==> config.mk <==
export PLATFORM = sky130hd
export DESIGN_NAME = seq_divider_flat
export DESIGN_NICKNAME = d
export VERILOG_FILES = /design/src/rtl/seq_divider_if.sv /design/src/rtl/seq_divider.sv /design/src/flat_wrapper.sv
export SDC_FILE = /design/constraint.sdc
export NUM_CORES = 1
export LEC_CHECK = 0
export BUFFER_PORTS_ARGS = -buffer_cell sky130_fd_sc_hd__buf_2
export CORE_MARGIN = 2
export CORE_UTILIZATION = 35
export CTS_BUF_LIST = sky130_fd_sc_hd__clkbuf_8
export DETAILED_ROUTE_END_ITERATION = 10
export PLACE_DENSITY_LB_ADDON = 0.08
export SYNTH_ARGS = -nofsm -noshare
export SYNTH_HDL_FRONTEND = slang
export SYNTH_SLANG_ARGS = --single-unit
==> constraint.sdc <==
create_clock -name clk -period 6.6 [get_ports clk]
set_input_delay 0.99 -clock clk [delete_from_list [all_inputs] [get_ports clk]]
set_output_delay 0.99 -clock clk [all_outputs]
set_load 0.01 [all_outputs]
==> src/rtl/seq_divider_if.sv <==
// Divide handshake between the execute stage (master) and the iterative divider (slave).
interface seq_divider_if #(
    parameter int unsigned WIDTH = 32
);
    logic               signed_div_i;
    logic [WIDTH-1:0]   opdata1_i;
    logic [WIDTH-1:0]   opdata2_i;
    logic               start_i;
    logic               annul_i;
    logic [2*WIDTH-1:0] result_o;
    logic               ready_o;

    modport master (
        output signed_div_i, opdata1_i, opdata2_i, start_i, annul_i,
        input  result_o, ready_o
    );

    modport slave (
        input  signed_div_i, opdata1_i, opdata2_i, start_i, annul_i,
        output result_o, ready_o
    );
endinterface

==> src/rtl/seq_divider.sv <==
// Radix-2 restoring divider for DIV/DIVU: one quotient bit per clock,
// result packed as {remainder, quotient}, held until the requester drops start.
module seq_divider #(
    parameter int unsigned WIDTH = 32,
    parameter int unsigned CNT_W = 6
) (
    input  logic          clk,
    input  logic          rst,
    seq_divider_if.slave  bus
);

    typedef enum logic [1:0] {
        S_IDLE   = 2'd0,
        S_BYZERO = 2'd1,
        S_ON     = 2'd2,
        S_END    = 2'd3
    } state_t;

    state_t             r_state, w_state_nx;
    logic [CNT_W-1:0]   r_cnt, w_cnt_nx;
    logic [WIDTH-1:0]   r_dvd, w_dvd_nx;
    logic [WIDTH-1:0]   r_dvs, w_dvs_nx;
    logic [WIDTH-1:0]   r_rem, w_rem_nx;
    logic               r_sign1, w_sign1_nx;
    logic               r_sign2, w_sign2_nx;
    logic               r_signed, w_signed_nx;
    logic               r_ready, w_ready_nx;
    logic [2*WIDTH-1:0] r_result, w_result_nx;

    logic [WIDTH-1:0]   w_abs1, w_abs2;
    logic [WIDTH:0]     w_sh;
    logic               w_ge;
    logic [WIDTH-1:0]   w_diff;
    logic [WIDTH-1:0]   w_quo, w_rmd;

    assign bus.ready_o  = r_ready;
    assign bus.result_o = r_result;

    // Magnitudes of the operands; the sign bits are kept separately for fix-up.
    assign w_abs1 = (bus.signed_div_i && bus.opdata1_i[WIDTH-1]) ? WIDTH'(0) - bus.opdata1_i : bus.opdata1_i;
    assign w_abs2 = (bus.signed_div_i && bus.opdata2_i[WIDTH-1]) ? WIDTH'(0) - bus.opdata2_i : bus.opdata2_i;

    // Trial subtraction on the shifted partial remainder; the wrapped difference
    // is exact whenever no borrow occurs because the true result is below the divisor.
    assign w_sh   = {r_rem, r_dvd[WIDTH-1]};
    assign w_ge   = (w_sh >= {1'b0, r_dvs});
    assign w_diff = w_sh[WIDTH-1:0] - r_dvs;

    assign w_quo = (r_signed && (r_sign1 ^ r_sign2)) ? WIDTH'(0) - r_dvd : r_dvd;
    assign w_rmd = (r_signed && r_sign1) ? WIDTH'(0) - r_rem : r_rem;

    always_ff @(posedge clk or posedge rst) begin
        if (rst) begin
            r_state  <= S_IDLE;
            r_cnt    <= '0;
            r_dvd    <= '0;
            r_dvs    <= '0;
            r_rem    <= '0;
            r_sign1  <= 1'b0;
            r_sign2  <= 1'b0;
            r_signed <= 1'b0;
            r_ready  <= 1'b0;
            r_result <= '0;
        end else begin
            r_state  <= w_state_nx;
            r_cnt    <= w_cnt_nx;
            r_dvd    <= w_dvd_nx;
            r_dvs    <= w_dvs_nx;
            r_rem    <= w_rem_nx;
            r_sign1  <= w_sign1_nx;
            r_sign2  <= w_sign2_nx;
            r_signed <= w_signed_nx;
            r_ready  <= w_ready_nx;
            r_result <= w_result_nx;
        end
    end

    always_comb begin
        w_state_nx  = r_state;
        w_cnt_nx    = r_cnt;
        w_dvd_nx    = r_dvd;
        w_dvs_nx    = r_dvs;
        w_rem_nx    = r_rem;
        w_sign1_nx  = r_sign1;
        w_sign2_nx  = r_sign2;
        w_signed_nx = r_signed;
        w_ready_nx  = 1'b0;
        w_result_nx = '0;

        case (r_state)
            S_IDLE: begin
                if (bus.start_i && !bus.annul_i) begin
                    w_signed_nx = bus.signed_div_i;
                    w_sign1_nx  = bus.opdata1_i[WIDTH-1];
                    w_sign2_nx  = bus.opdata2_i[WIDTH-1];
                    w_dvs_nx    = w_abs2;
                    w_rem_nx    = '0;
                    w_cnt_nx    = '0;
                    // A zero divisor clears the datapath so fix-up yields zero.
                    if (bus.opdata2_i == '0) begin
                        w_dvd_nx   = '0;
                        w_state_nx = S_BYZERO;
                    end else begin
                        w_dvd_nx   = w_abs1;
                        w_state_nx = S_ON;
                    end
                end
            end
            S_BYZERO: begin
                w_state_nx = S_END;
            end
            S_ON: begin
                if (bus.annul_i) begin
                    w_state_nx = S_IDLE;
                end else begin
                    w_rem_nx = w_ge ? w_diff : w_sh[WIDTH-1:0];
                    w_dvd_nx = {r_dvd[WIDTH-2:0], w_ge};
                    w_cnt_nx = r_cnt + CNT_W'(1);
                    if (r_cnt == CNT_W'(WIDTH - 1)) begin
                        w_state_nx = S_END;
                    end
                end
            end
            S_END: begin
                if (bus.start_i) begin
                    w_ready_nx  = 1'b1;
                    w_result_nx = {w_rmd, w_quo};
                end else begin
                    w_state_nx = S_IDLE;
                end
            end
            default: begin
                w_state_nx = S_IDLE;
            end
        endcase
    end

endmodule

==> src/flat_wrapper.sv <==
// flat-port wrapper written by rule: the top's interface ports become plain ports
module seq_divider_flat 
#(
    parameter int unsigned WIDTH = 32,
    parameter int unsigned CNT_W = 6
)
  (clk, rst, bus_signed_div_i, bus_opdata1_i, bus_opdata2_i, bus_start_i, bus_annul_i, bus_result_o, bus_ready_o);
  seq_divider_if #(.WIDTH(WIDTH)) bus_i ();
  input  logic clk;
  input  logic rst;
  input wire logic [$bits(bus_i.signed_div_i)-1:0] bus_signed_div_i;
  input wire logic [$bits(bus_i.opdata1_i)-1:0] bus_opdata1_i;
  input wire logic [$bits(bus_i.opdata2_i)-1:0] bus_opdata2_i;
  input wire logic [$bits(bus_i.start_i)-1:0] bus_start_i;
  input wire logic [$bits(bus_i.annul_i)-1:0] bus_annul_i;
  output wire logic [$bits(bus_i.result_o)-1:0] bus_result_o;
  output wire logic [$bits(bus_i.ready_o)-1:0] bus_ready_o;
  assign bus_i.signed_div_i = bus_signed_div_i;
  assign bus_i.opdata1_i = bus_opdata1_i;
  assign bus_i.opdata2_i = bus_opdata2_i;
  assign bus_i.start_i = bus_start_i;
  assign bus_i.annul_i = bus_annul_i;
  assign bus_result_o = bus_i.result_o;
  assign bus_ready_o = bus_i.ready_o;
  seq_divider #(.WIDTH(WIDTH), .CNT_W(CNT_W)) u_core (.clk(clk), .rst(rst), .bus(bus_i));
endmodule
==> impl_metrics.toml, run 1 <==
[routing]
dr_wl_met2_mm = 11.6
avgViaCountPerCell = 5.15
wl_met3_mm = 1.16
final_antenna_net_count = 0
drt_iter0_drc = 570
vias = 8963
dr.max_layer_used = "met4"
wirelength_mm = 30.0
drc_errors = 0
first_pass_iters = 5
avgRoutedWirePerCell_um = 17.3
wirelength_met1_mm = 17.1

[critical_path]
cp_max_fo = 30
slowest_delay_ns = 0.48
worst-setup-path-type = "reg2reg"
cp.required_ns = 6.94
crit_path_top_delay_cell = "a2111o_1"
cp_data_arrival_time_ns = 3.83
path_cells = "ha_1 > a2111o_1 > o2111ai_4 > a21boi_2 > o2111ai_2 > and4b_4 > or2_1 > buf_4 > mux2i_1 > o21ai_1"
start_kind = "flip-flop"
crit_family = "compound AO/OA/AOI/OAI gates"
crit_cells = 10
path_buf_inv = 1
cp-end-kind = "flip-flop"
r2r_cells = 10

[synth]
async_flop_share = 1.00
synth_simple_gate_area_frac = 0.168
synth_top_family_by_area = "compound AO/OA/AOI/OAI gates"
avgSynthCellArea_um2 = 8.75
synth.cell_area_mm2 = 0.0108
ys_seq_area_frac = 0.400
ys.flop_type = "dfrtp_1"
muxShareOfSynthArea = 0.0256
synth.distinct_cells = 74
yosys_warnings = 0
synth-compound-area-share = 0.206
synth-seq-cells = 172
synth-edff-count = 0
synthAdderAreaFrac = 0.0449
synth.net_count = 1338
synth-xor-area-share = 0.111
syn_inst = 1231

[finish]
fin_nets = 1439
drive_gt1_frac = 0.151
syn_to_final_growth_pct = 12.6
antenna_cells = 0
final_cell_mix = "dfrtp_1 (172), nor2_1 (143), buf_2 (133)"
fin_cells = 1740
final_common_cell = "dfrtp_1"

[sta]
rsz0062_at_grt = "no"
period_share = 0.528
hold_violations = 0
setup-tns-final_ns = 0
fmax_mhz = 287
finalClockSkew_ns = 0.0121
worst_pin_slew_ns = 0.903
fin_crit_ns = 3.48
finalSetupViolations = 0
max_slew_margin = 0.398
drv_slew = 0

[placement]
dp_hpwl_mm = 22.4
place_congestion = 0.864
placedCellCount = 1709
io_buffers = 133

[flow_run]
maxCapViolations = 0

[floorplanning]
rows = 64
start_util = 0.354
core_mm2 = 0.0304
fp.dieW_um = 179
top_level_ports = 134
die-area_mm2 = 0.0322
die_h_um = 179

[global_route]
grt.total_usage = 0.189
first_global_vias = 8645
grt_pass1_wl_mm = 48.8
grt_max_degree = 76
antenna_found_initial = 0
grt_overflow = 0

[min_path]
hold_path_class = "reg2reg"
worstHoldPathCells = 1

[power]
power_leakage_nw = 5.68
p_per_area_mw_per_mm2 = 231
ir_worst_vdd_mv = 0.100

[cts]
cts_resized = 0
clockBufferDepth = 2
htree_levels = 4
cts_tree = "built"
cts_made_buffers = 17
cts.clk_slew.worst_paths_ns = 0.10
cts_setup_buffers = 0
clock_latency_ns = 0.48
clock_sinks = 172
root_buffer = "clkbuf_8"
ctsHoldBuffers = 0

[outcome]
outcome = "completed"
==> cell families (layout without fill, tap and decap cells) <==
logic type | count (synthesis) | count (layout)
mux | 27 | 27
compound gates | 365 | 365
flops | 172 | 172
fa+ha+maj | 38 | 38
simple gates | 377 | 377
buf+inv | 115 | 228
xor+xnor | 137 | 137
==> where the power goes <==
group	internal (mW)	switching [mW]
combinational	0.307	0.461
sequential	1.15	0.137
clock	0.320	0.425
total	1.77	1.02
==> per-layer routing <==
layer  up-vias  GRT usage
met1      4204      0.312
met3        11     0.0308
met2       188      0.253
li1       4560          -
met4         0     0.0361
met5         -          0
==> synthesized netlist by cell type (3+ instances only) <==
cell type | count | share of area
nand2_1 | 91 | 0.032
o211ai_1 | 6 | 0.0042
ha_1 | 37 | 0.043
o31ai_1 | 16 | 0.011
a31oi_1 | 12 | 0.0070
or2_2 | 6 | 0.0035
o41ai_1 | 6 | 0.0049
and3_1 | 3 | 0.0017
or4_1 | 9 | 0.0063
xor2_1 | 68 | 0.055
or3_1 | 24 | 0.014
nand4_1 | 7 | 0.0041
nand4b_1 | 3 | 0.0024
a21oi_1 | 110 | 0.051
a21o_1 | 15 | 0.010
nor2_1 | 145 | 0.051
a22oi_1 | 30 | 0.021
a21boi_0 | 4 | 0.0028
clkbuf_1 | 48 | 0.017
nor2b_1 | 4 | 0.0023
inv_1 | 57 | 0.020
nor4_1 | 14 | 0.0081
o21ai_0 | 113 | 0.053
o21a_1 | 3 | 0.0021
nor3_2 | 3 | 0.0028
mux2i_1 | 23 | 0.021
o21ai_1 | 21 | 0.0098
xnor2_1 | 69 | 0.056
nand3_1 | 13 | 0.0060
and2_1 | 7 | 0.0041
nor3_1 | 23 | 0.011
nand2b_1 | 8 | 0.0046
a32oi_1 | 9 | 0.0073
mux2_2 | 4 | 0.0042
dfrtp_1 | 172 | 0.40
==> worst paths after layout <==
| kind | from | endpoint | slack, ns |
|---|---|---|---|
| max | u_core.r_rem[5] | u_core.r_rem[10] | 3.12 |
| min | u_core.r_cnt[0] | u_core.r_cnt[0] | 0.54 |
| max reg2reg | u_core.r_rem[5] | u_core.r_rem[10] | 3.12 |
| min reg2reg | u_core.r_cnt[0] | u_core.r_cnt[0] | 0.54 |
| max in group asynchronous | rst | u_core.r_rem[26] | 4.60 |
| min in group asynchronous | rst | u_core.bus.result_o[13] | 0.60 |
==> cell type report <==
cell class | count | area (um^2)
fill | 3114 | 18300
timing repair buffer | 140 | 718
clock inverter | 12 | 114
clock buffer | 19 | 262
sequential | 172 | 4300
inverter | 57 | 219
multi-input combinational | 944 | 6010
tap | 396 | 495
==> metrics by stage <==
| stage | power [mW] | utilization | worst slack [ns] | hold WS [ns] | area, um^2 |
|---|---|---|---|---|---|
| 2_1_floorplan | 1.84 | - | 0.950 | 0.487 | 10800 |
| 3_3_place_gp | 2.07 | 0.386 | 2.90 | 0.509 | 11800 |
| 3_5_place_dp | 2.07 | 0.386 | 2.87 | 0.519 | 11800 |
| 4_1_cts | 2.83 | 0.398 | 3.12 | 0.540 | 12100 |
| 5_1_grt | 3.00 | 0.398 | 2.92 | 0.564 | 12100 |
| 6_report | 2.80 | 0.398 | 3.12 | 0.537 | 12100 |
==> flip-flops by register name (all words and copies together) (netlist names) <==
signal,cells
u_core.bus.ready_o,1
u_core.bus.result_o,64
u_core.r_cnt,6
u_core.r_dvd,32
u_core.r_dvs,32
u_core.r_rem,32
u_core.r_sign1,1
u_core.r_sign2,1
u_core.r_signed,1
u_core.r_state,2
No activity file was read; power rests on OpenSTA's default activity.
==> run 2, diff against run 1 <==
- ABC_AREA: not set -> 1
- clock period: 6.6 -> 3.2 ns (I/O delays scaled with it)
==> impl_metrics.toml, run 2 <==
[critical_path]
cp_data_arrival_time_ns = 3.05
slowest_delay_ns = 0.53
r2r-end = "u_core.r_rem[31]"
start_kind = "flip-flop"
ff2ff_setup_slack_ns = 0.53
crit_path_start = "u_core.r_rem[11]"
crit_path_top_delay_cell = "dfrtp_1"
cp-end-kind = "flip-flop"
crit_cells = 15
crit_family = "simple AND/OR/NAND/NOR gates"
path_buf_inv = 2
crit_top_cell = "nand2_1"
cp.required_ns = 3.59
crit-reg2reg-launch = "u_core.r_rem[11]"
cp_max_fo = 33
worst-setup-path-type = "reg2reg"
path_cells = "ha_1 > nand2_1 > inv_1 > nand2_1 > nand2_1 > nand2_1 > nand2_1 > inv_1 > nand2_2 > nand2_4 > nand2_8 > nand2_4 > nand2_1 > nand2_1 > nand2_1"
r2r_cells = 15
endpoint = "u_core.r_rem[31]"

[finish]
multi_input_area_mm2 = 0.00707
final_util = 0.401
final_cell_mix = "nand2_1 (610), inv_1 (298), nor2_1 (206)"
fin_nets = 2205
final_common_cell = "nand2_1"
drive_gt1_frac = 0.110
nFillCells = 3908
largest_reg_flops = 64
seqCellArea_mm2 = 0.00430
syn_to_final_growth_pct = 12.3
fin_area_mm2 = 0.0143

[global_route]
grt_overflow = 0
first_global_vias = 11700
met3_usage = 0.0262
use_met2 = 0.297
grt_pass1_wl_mm = 66.7
antenna_found_initial = 0
grt_max_degree = 119
top_usage_layer = "met1"
grt_use_met1 = 0.373
grt.total_usage = 0.225

[sta]
period_share = 0.834
hold_violations = 0
finalClockSkew_ns = 0.0218
setup_slack_ns = 0.533
fin_crit_ns = 2.67
worst_pin_slew_ns = 0.733
drv_slew = 0
rsz0062_at_grt = "no"
fmax_mhz = 375
holdWs_ns = 0.142
finalSetupViolations = 0
setup-tns-final_ns = 0
max_slew_margin = 0.511

[floorplanning]
top_level_ports = 134
die-area_mm2 = 0.0380
fp.dieW_um = 195
rows = 69
die_h_um = 195
core_mm2 = 0.0357
start_util = 0.357

[routing]
avgViaCountPerCell = 4.89
vias = 12600
drt_iter0_drc = 1043
first_pass_iters = 6
wirelength_mm = 42.0
final_antenna_net_count = 0
drc_errors = 0
avgRoutedWirePerCell_um = 16.3

[placement]
placed_area_mm2 = 0.0140
post-place-ws_ns = 0.596
io_buffers = 133
place_congestion = 0.932
dp_hpwl_mm = 33.9

[cts]
cts_resized = 0
ctsHoldBuffers = 0
cts_made_buffers = 17
cts.clk_slew.worst_paths_ns = 0.10
clock_latency_ns = 0.50
root_buffer = "clkbuf_8"
cts_setup_buffers = 0
cts_tree = "built"
htree_levels = 4
clock_sinks = 172
clockBufferDepth = 2

[synth]
synth.net_count = 2076
yosysTopAreaCell = "dfrtp_1"
synth-seq-cells = 172
yosysMostFrequentCell = "nand2_1"
syn_inst = 1969
synth.cell_area_mm2 = 0.0128
yosys_warnings = 0
synth.distinct_cells = 47
ys_seq_area_frac = 0.337
avgSynthCellArea_um2 = 6.48
netlist_top_cells_count = "nand2_1 (610), inv_1 (298), nor2_1 (207)"
synth_area_leaders = "dfrtp_1 (34%), nand2_1 (18%), inv_1 (8.8%), nand3_1 (6.7%), nor2_1 (6.1%)"
synth-edff-count = 0
ys.flop_type = "dfrtp_1"
yosysTopAreaCellShare = 0.337
async_flop_share = 1.00

[outcome]
outcome = "completed"

[min_path]
hold_path_class = "in2async"

[power]
p_per_area_mw_per_mm2 = 1000
ir_worst_vdd_mv = 0.441
power_leakage_nw = 7.74

[flow_run]
maxCapViolations = 0
run 2: cells by family (layout without fill, tap and decap cells):
logic type	after synthesis	after routing	share of synthesized area
flops	172	172	0.337
simple gates	1112	1112	0.372
fa+ha+maj	38	38	0.0378
xor+xnor	56	56	0.0384
buf+inv	351	493	0.109
other cells	0	1	0
compound gates	240	240	0.105
run 2: area by class of cell:
cell class | count | share of cell area
Inverter | 304 | 0.0799
Clock inverter | 15 | 0.00917
Timing Repair Buffer | 157 | 0.0599
Clock buffer | 17 | 0.0163
Multi-Input combinational cell | 1446 | 0.494
Tap cell | 461 | 0.0403
Sequential cell | 172 | 0.300
Antenna cell | 1 | 0.000175
run 2: worst min-delay path by stage:
stage,start,end,depth (start not counted)
3_3_place_gp,u_core.r_dvs[10],u_core.r_dvs[10],2
6_report,rst,u_core.bus.result_o[25],3
4_1_cts,rst,u_core.bus.result_o[25],3
3_5_place_dp,u_core.r_dvs[10],u_core.r_dvs[10],2
2_1_floorplan,u_core.r_dvd[27],u_core.bus.result_o[27],1
5_1_grt,rst,u_core.bus.result_o[0],3
run 2: stage by stage:
step / cells / power [mW]
2_1_floorplan: 1969 / 10.1
3_3_place_gp: 2540 / 12.8
3_5_place_dp: 2540 / 12.8
4_1_cts: 2572 / 14.4
5_1_grt: 2572 / 15.9
6_report: 2573 / 14.4
run 2: routing by layer:
layer	wire, um	part of all wire
met4	771	0.018
met5	0	0
met2	15600	0.37
met3	2140	0.051
met1	23500	0.56
run 2: worst register-to-register path, stage by stage, from the launching register on:
cell and delay, ns:
dfrtp_1 0.53, ha_1 0.43, nand2_1 0.16, inv_1 0.06
nand2_1 0.06, nand2_1 0.12, nand2_1 0.09, nand2_1 0.07
inv_1 0.08, nand2_2 0.08, nand2_4 0.26, nand2_8 0.24
nand2_4 0.21, nand2_1 0.07, nand2_1 0.06, nand2_1 0.04
run 2: report_power, final:
group	switching [mW]	internal [mW]
registers	0.745	2.87
logic	6.27	2.99
clock network	0.954	0.564
total	7.97	6.42
